[config.mk]
export PLATFORM = sky130hd
export DESIGN_NAME = fifo_read_stream
export DESIGN_NICKNAME = d
export VERILOG_FILES = /design/src/rtl/rd_out_buffer.sv /design/src/rtl/fifo_read_stream.sv
export SDC_FILE = /design/constraint.sdc
export NUM_CORES = 1
export LEC_CHECK = 0
export CAP_MARGIN = 20
export CORE_MARGIN = 8
export CORE_UTILIZATION = 48
export DETAILED_ROUTE_END_ITERATION = 16
export PLACE_DENSITY = 0.81
export SYNTH_ARGS = -nofsm -noshare
export SYNTH_HDL_FRONTEND = slang
export SYNTH_SLANG_ARGS = --single-unit
[constraint.sdc]
create_clock -name clk -period 2 [get_ports clk]
set_clock_uncertainty 0.1 [all_clocks]
set_input_delay 0.4 -clock clk [delete_from_list [all_inputs] [get_ports clk]]
set_output_delay 0.4 -clock clk [all_outputs]
set_load 0.005 [all_outputs]
[src/rtl/rd_out_buffer.sv]
// Small register FIFO that holds words captured from the RAM read port until
// the downstream consumer takes them. Head entry is read straight from the
// storage registers, so there is no path from push_data to head_data.
module rd_out_buffer #(
    parameter int WIDTH = 8,
    parameter int DEPTH = 2
) (
    input  logic                         clk,
    input  logic                         rst,
    input  logic                         push,
    input  logic [WIDTH-1:0]             push_data,
    input  logic                         pop,
    output logic [WIDTH-1:0]             head_data,
    output logic                         head_valid,
    output logic [$clog2(DEPTH+1)-1:0]   level
);

    localparam int PTR_W = (DEPTH > 1) ? $clog2(DEPTH) : 1;
    localparam int LVL_W = $clog2(DEPTH+1);

    logic [WIDTH-1:0] mem [DEPTH];
    logic [PTR_W-1:0] wr_ptr;
    logic [PTR_W-1:0] rd_ptr;
    logic             full;

    // Pointers wrap at DEPTH, which need not be a power of two.
    function automatic logic [PTR_W-1:0] ptr_next(input logic [PTR_W-1:0] p);
        return (p == PTR_W'(DEPTH-1)) ? '0 : p + 1'b1;
    endfunction

    assign full       = (level == LVL_W'(DEPTH));
    assign head_valid = (level != '0);
    assign head_data  = mem[rd_ptr];

    // Storage, pointers and level; push and pop in the same cycle keep the level.
    always_ff @(posedge clk) begin
        if (rst) begin
            for (int i = 0; i < DEPTH; i++) begin
                mem[i] <= '0;
            end
            wr_ptr <= '0;
            rd_ptr <= '0;
            level  <= '0;
        end else begin
            if (push) begin
                mem[wr_ptr] <= push_data;
                wr_ptr      <= ptr_next(wr_ptr);
            end
            if (pop) begin
                rd_ptr <= ptr_next(rd_ptr);
            end
            level <= level + LVL_W'(push) - LVL_W'(pop);
        end
    end

    // The upstream credit logic must never let a word land in a full buffer.
    always_ff @(posedge clk) begin
        if (!rst) begin
            assert (!(push && full && !pop))
                else $error("rd_out_buffer: capture into a full buffer");
        end
    end

endmodule

[src/rtl/fifo_read_stream.sv]
// Read-side stage behind the FIFO controller and its RAM. It issues pops on
// its own, tracks each pop through the RAM read latency with a valid-bit
// pipe, and only requests a pop when the output buffer is guaranteed to have
// room for that word when it arrives.
//
// Output handshake: a word moves when out_valid && out_ready in the same
// cycle. While out_valid is high and out_ready is low, out_valid and out_data
// hold; out_valid only falls after a handshake.
module fifo_read_stream #(
    parameter int WIDTH      = 8,
    parameter int RD_LATENCY = 1,
    parameter int BUF_DEPTH  = 2
) (
    input  logic                               clk,
    input  logic                               rst,
    input  logic                               fifo_empty,
    output logic                               fifo_read_req,
    input  logic [WIDTH-1:0]                   ram_read_data,
    output logic                               out_valid,
    input  logic                               out_ready,
    output logic [WIDTH-1:0]                   out_data,
    output logic [$clog2(BUF_DEPTH+1)-1:0]     buf_level
);

    // Wide enough for buffered + in-flight words and for BUF_DEPTH + 1.
    localparam int SUM_W = $clog2(BUF_DEPTH + RD_LATENCY + 2);

    logic [RD_LATENCY-1:0] vpipe;
    logic [SUM_W-1:0]      inflight;
    logic                  pop_accepted;
    logic                  pop_out;
    logic                  capture;
    logic                  credit_ok;

    assign pop_out      = out_valid && out_ready;
    assign capture      = vpipe[RD_LATENCY-1];
    assign pop_accepted = fifo_read_req && !fifo_empty;

    // Count pops whose data has not reached the buffer yet.
    always_comb begin
        inflight = '0;
        for (int i = 0; i < RD_LATENCY; i++) begin
            inflight = inflight + SUM_W'(vpipe[i]);
        end
    end

    // Words already owed to the buffer, less the one leaving this cycle,
    // must leave a free slot for the new pop.
    assign credit_ok = (SUM_W'(buf_level) + inflight) <
                       (SUM_W'(BUF_DEPTH) + SUM_W'(pop_out));

    assign fifo_read_req = !rst && !fifo_empty && credit_ok;

    // Valid-bit pipe: the top bit marks the cycle ram_read_data carries a popped word.
    always_ff @(posedge clk) begin
        if (rst) begin
            vpipe <= '0;
        end else begin
            vpipe[0] <= pop_accepted;
            for (int i = 1; i < RD_LATENCY; i++) begin
                vpipe[i] <= vpipe[i-1];
            end
        end
    end

    rd_out_buffer #(
        .WIDTH (WIDTH),
        .DEPTH (BUF_DEPTH)
    ) u_buf (
        .clk        (clk),
        .rst        (rst),
        .push       (capture),
        .push_data  (ram_read_data),
        .pop        (pop_out),
        .head_data  (out_data),
        .head_valid (out_valid),
        .level      (buf_level)
    );

endmodule

* After elaboration in Yosys (flattened, before gate mapping)
Memories as Yosys holds them, arrays and structs flattened. A register that Yosys moved wholly into a read port is not among the register bits.
Index checks and enable logic that the tools add are counted.
** Word-level totals
- Register bits after elaboration :: 5
- RAM bits :: 16
- Input bits :: 12
- Word-level logic and storage cells :: 32
- Memories :: 1
** Memory list
- u_buf.mem :: words 2, bits a word 8, rd ports 1, clocked after memory_dff 1, write ports 2, RTL line rd_out_buffer.sv:21 : logic [WIDTH-1:0] mem [DEPTH];
** Operators by class
- Add/sub/neg operators :: 6
- $lt $le $gt $ge :: 1
- Multiplexer cells :: 12
- Reduce and logical (&&, ||, !) cells :: 8
** Operators with widths (count)
- two-way mux 1 bit :: 11
- two-way mux 8 bit :: 1
- OR reduction 8 bit :: 1
- logical AND 1 bit :: 4
- adder 2 x 1 -> 3 bit :: 1
- adder 2 x 1 -> 3 bit, first input constant :: 1
- less-than comparator 3 bit :: 1
- adder 1 bit, second input constant :: 2
- adder 2 x 1 -> 2 bit :: 1
- zero test 1 bit :: 2
- nonzero test 2 bit :: 1
- subtractor 2 x 1 -> 2 bit :: 1

* Logic depth before layout (Yosys ltp)
- Depth after elaboration :: 6
- Mapped depth :: 8
- Gate-level depth less buffers :: 8

* Cells and area by module
A second synthesis with hierarchy kept.
** Unflattened totals
- Cell total of the unflattened synthesis :: 80
- Area, all modules :: 1014.7 um^2
** Modules (own cells, without submodules)
- rd_out_buffer :: instances 1, cells each 73, area an instance 917.1 um^2, seq. area each 580.6 um^2
- fifo_read_stream :: instances 1, cells each 7, area an instance 97.6 um^2, seq. area each 20.0 um^2

* Worst setup path before layout
Ideal clock, no wire load.
- Path kind :: register to output
- From :: register u_buf.level[0]
- To :: output fifo_read_req
- Data arrival time :: 1.159 ns
- Path slack :: 0.341 ns
- Stages on the path, launching flop included :: 5
- Path through :: dfxtp_1 > ha_1 > ha_1 > o21ai_0 > nor4b_1
** On the way
- Longest elaborated chain between the ends :: 5
** RTL lines
- start: declaration :: RTL line rd_out_buffer.sv:15 : output logic [$clog2(DEPTH+1)-1:0] level
- start signal: assignment :: RTL line rd_out_buffer.sv:52 : level <= level + LVL_W'(push) - LVL_W'(pop);
- nonzero test 2 bit :: RTL line rd_out_buffer.sv:32 : assign head_valid = (level != '0);
- logical AND 1 bit :: RTL line fifo_read_stream.sv:35 : assign pop_out = out_valid && out_ready;
- adder 2 x 1 -> 3 bit :: RTL line fifo_read_stream.sv:50 : (SUM_W'(BUF_DEPTH) + SUM_W'(pop_out));
- less-than comparator 3 bit * :: RTL line fifo_read_stream.sv:49 : assign credit_ok = (SUM_W'(buf_level) + inflight) <
- logical AND 1 bit * :: RTL line fifo_read_stream.sv:52 : assign fifo_read_req = !rst && !fifo_empty && credit_ok;
- end: declaration :: RTL line fifo_read_stream.sv:17 : output logic fifo_read_req,
Every way passes the cells marked *; elsewhere a longest branch is shown, timed or not.

* Final worst setup path
Same ends and word-level chain as after synthesis.

==> results by group <==
Status
  – Status: finished, final reports clean

Worst setup path
  – Startpoint Class: flip-flop
  – Reg-to-reg startpoint: u_buf.level[0]
  – R2r endpoint: u_buf.level[1]
  – Reg2Reg Depth: 10
  – Critical path class: reg2out
  – WP data arrival: 1440 ps
  – Worst Path Required: 1500 ps
  – Reg-to-reg slack, setup: 120 ps
  – Worst setup EP type: output pin
  – Crit Path Max Fanout: 2

Logic synthesis
  – Synth cell types: 18
  – Post-synthesis sequential area ratio: 0.593
  – Post-synthesis xor/xnor area fraction: 0.0346
  – Compound-Gate Fraction of Synth Area: 0.0222
  – FF+latch count, synth: 22
  – Mux cell area share after synthesis: 0.0890
  – Simple-Gate Fraction of Synth Area: 0.187
  – Synth Area in Adders: 0.0494
  – Syn Area/Cell: 13.7 sq um
  – Post-Syn Area: 1010 sq um
  – Post-synth EDFFs: 16
  – Combinational family with the most area after synthesis: simple AND/OR/NAND/NOR gates
  – Syn. warnings: 0
  – Syn Nets: 90
  – Synth Instances: 74
  – Ys flop type: edfxtp_1
  – Asr flop ratio synth: 0

Global route
  – Vias in the first global route: 717
  – Initial antenna violation count: 0
  – First-pass GRT wire length: 3140 um
  – Largest net degree at the start of global routing: 14
  – Total global routing overflow: 0
  – GRT Util Overall: 0.117

STA
  – Final setup viols: 0
  – Worst Tran Pin Value: 353 ps
  – Max frequency: 0.516 GHz
  – Final hold vios: 0
  – Final Cycle Share: 0.969
  – Setup TNS: 0 ps
  – Hold Slack: 425 ps
  – Number of slew-limit violations in the final report: 0
  – Max-slew headroom: 0.764
  – Tmin final: 1940 ps
  – RSZ-0062 raised after global routing: true
  – Worst Slack Setup Final: 61.9 ps

Drt
  – Via/cell ratio: 4.96
  – Via count: 665
  – Pre-Repair DR Iteration Count: 2
  – Post-DRT Antenna Nets: 0
  – WL/cell: 14.9 um
  – # DRC: 0
  – WL final: 1990 um
  – DRT iter0 DRCs: 15

Floorplanning
  – Die Area: 3830 sq um
  – Core region area: 1980 sq um
  – Height of the die: 61.9 um
  – # IOs: 24
  – Initial Util: 0.511
  – Die Wd: 61.9 um
  – Cell Rows: 16

Pwr
  – Sequential power share: 0.413
  – Sw Share: 0.268
  – Leakage power: 0.623 nW
  – Overall Power: 1.54 mW
  – Combinational share of power: 0.363
  – Pwr/cell area: 1080 nW/um^2
  – Switching power: 0.412 mW
  – Clock network power share: 0.224
  – Internal Power: 1.13 mW
  – Peak VDD IR: 816 uV

Placed design
  – IO buf count: 23
  – Post-DP HPWL: 1400 um
  – GP Congestion: 0.715
  – Dpl ws: -412 ps
  – Total placed cells including tap cells: 127

Final layout
  – Layout cells sized above 1: 0.336
  – # fillers: 147
  – Nets: 124
  – Area grow syn2layout: 40.4%
  – Post-route insts no fill: 134
  – Ant diodes: 0
  – Most frequent cells in the layout: 16 x and2_1, 16 x edfxtp_1, 13 x clkdlybuf4s50_1

Hold path
  – Hold depth: 2
  – Hold-critical path endpoint: u_buf.rd_ptr
  – Worst Hold Launch: u_buf.rd_ptr
  – Worst Hold Class: reg2reg

Clocking
  – CTS tree: yes
  – Worst skew pair latency: 320 ps
  – Clock buffer depth: 2
  – Clk slew on worst S/H paths: 120 ps
  – CTS root buffer: clkbuf_4
  – CTS buffer count: 3
  – CTS H-tree depth: 1
  – Clock net sink count: 22
  – Cts hold-fix bufs: 0

Run
  – Number of max-cap violations: 0
## area by class of cell
type / instances / area (sq um) / area share
Clock buffer: 3 / 22.5 / 0.0158
Clock inverter: 1 / 30.0 / 0.0211
Inverter: 4 / 15.0 / 0.0106
Multi-Input combinational cell: 46 / 430 / 0.303
Sequential cell: 22 / 608 / 0.428
Tap cell: 27 / 33.8 / 0.0238
Timing Repair Buffer: 31 / 282 / 0.198
## per-stage QoR
stage | util | instance area, sq um
2_1_floorplan | - | 1010
3_3_place_gp | 0.658 | 1300
3_5_place_dp | 0.658 | 1300
4_1_cts | 0.699 | 1390
5_1_grt | 0.717 | 1420
6_report | 0.717 | 1420
## flip-flops by register name, indices dropped and copies added (netlist names), named ones only
name          cells
u_buf.level       2
u_buf.wr_ptr      1
u_buf.rd_ptr      1
u_buf.mem        16
capture           1
## Yosys cell counts (2+ instances only)
library cell	number	area, sq um
xor2_1	2	17.5
or2_2	2	12.5
edfxtp_1	16	480
buf_2	2	10.0
nor4b_1	2	17.5
ha_1	4	50.1
nor3b_4	2	37.5
and2_1	16	100
inv_1	3	11.3
dfxtp_1	6	120
mux2_2	8	90.1
nor2_1	4	15.0
xnor2_1	2	17.5
## how the worst max path moves through the flow
stage / from / end / depth (start not counted)
5_1_grt: u_buf.level[0] / fifo_read_req / 5
2_1_floorplan: u_buf.level[0] / fifo_read_req / 4
3_5_place_dp: out_ready / fifo_read_req / 5
6_report: u_buf.level[0] / fifo_read_req / 5
3_3_place_gp: out_ready / fifo_read_req / 5
4_1_cts: flip-flop / out_data[0] / 2
## power groups by stage
stage          Sequential, mW  Combinational (mW)  Clock [mW]
2_1_floorplan           0.617               0.262           0
3_3_place_gp            0.628               0.507           0
3_5_place_dp            0.634               0.525           0
4_1_cts                 0.629               0.530       0.342
5_1_grt                 0.646               0.612       0.357
6_report                0.635               0.559       0.344
## logic make-up (layout without fill, tap and decap cells)
kind of cell               count (synthesis)  after routing
and+or+nand+nor                           27             27
DFF                                       22             22
muxes                                      8              8
buffers and inverters                      6             39
adders and majority gates                  4              4
xor gates and xnor gates                   4              4
AOI/OAI and AO/OA                          3              3
## per-layer routing
metal,GRT usage,wire (um),vias up
li1,-,-,325
met1,0.105,762,316
met2,0.226,1090,21
met3,0.0370,110,3
met4,0.0584,29,0
met5,0,0,-
## repair_timing
action                                  in CTS  in global routing
resized for setup                           19                  6
pin swaps                                    0                  0
buffers inserted                             2                  1
endpoints found under the setup margin      10                  3
## critical path, cell delays in order, from the launching register on
cell	delay [ps]
dfxtp_2	360
ha_4	160
ha_4	210
o21ai_2	60
nor4b_4	190
buf_2	140
No activity file was read; power rests on OpenSTA's default activity.
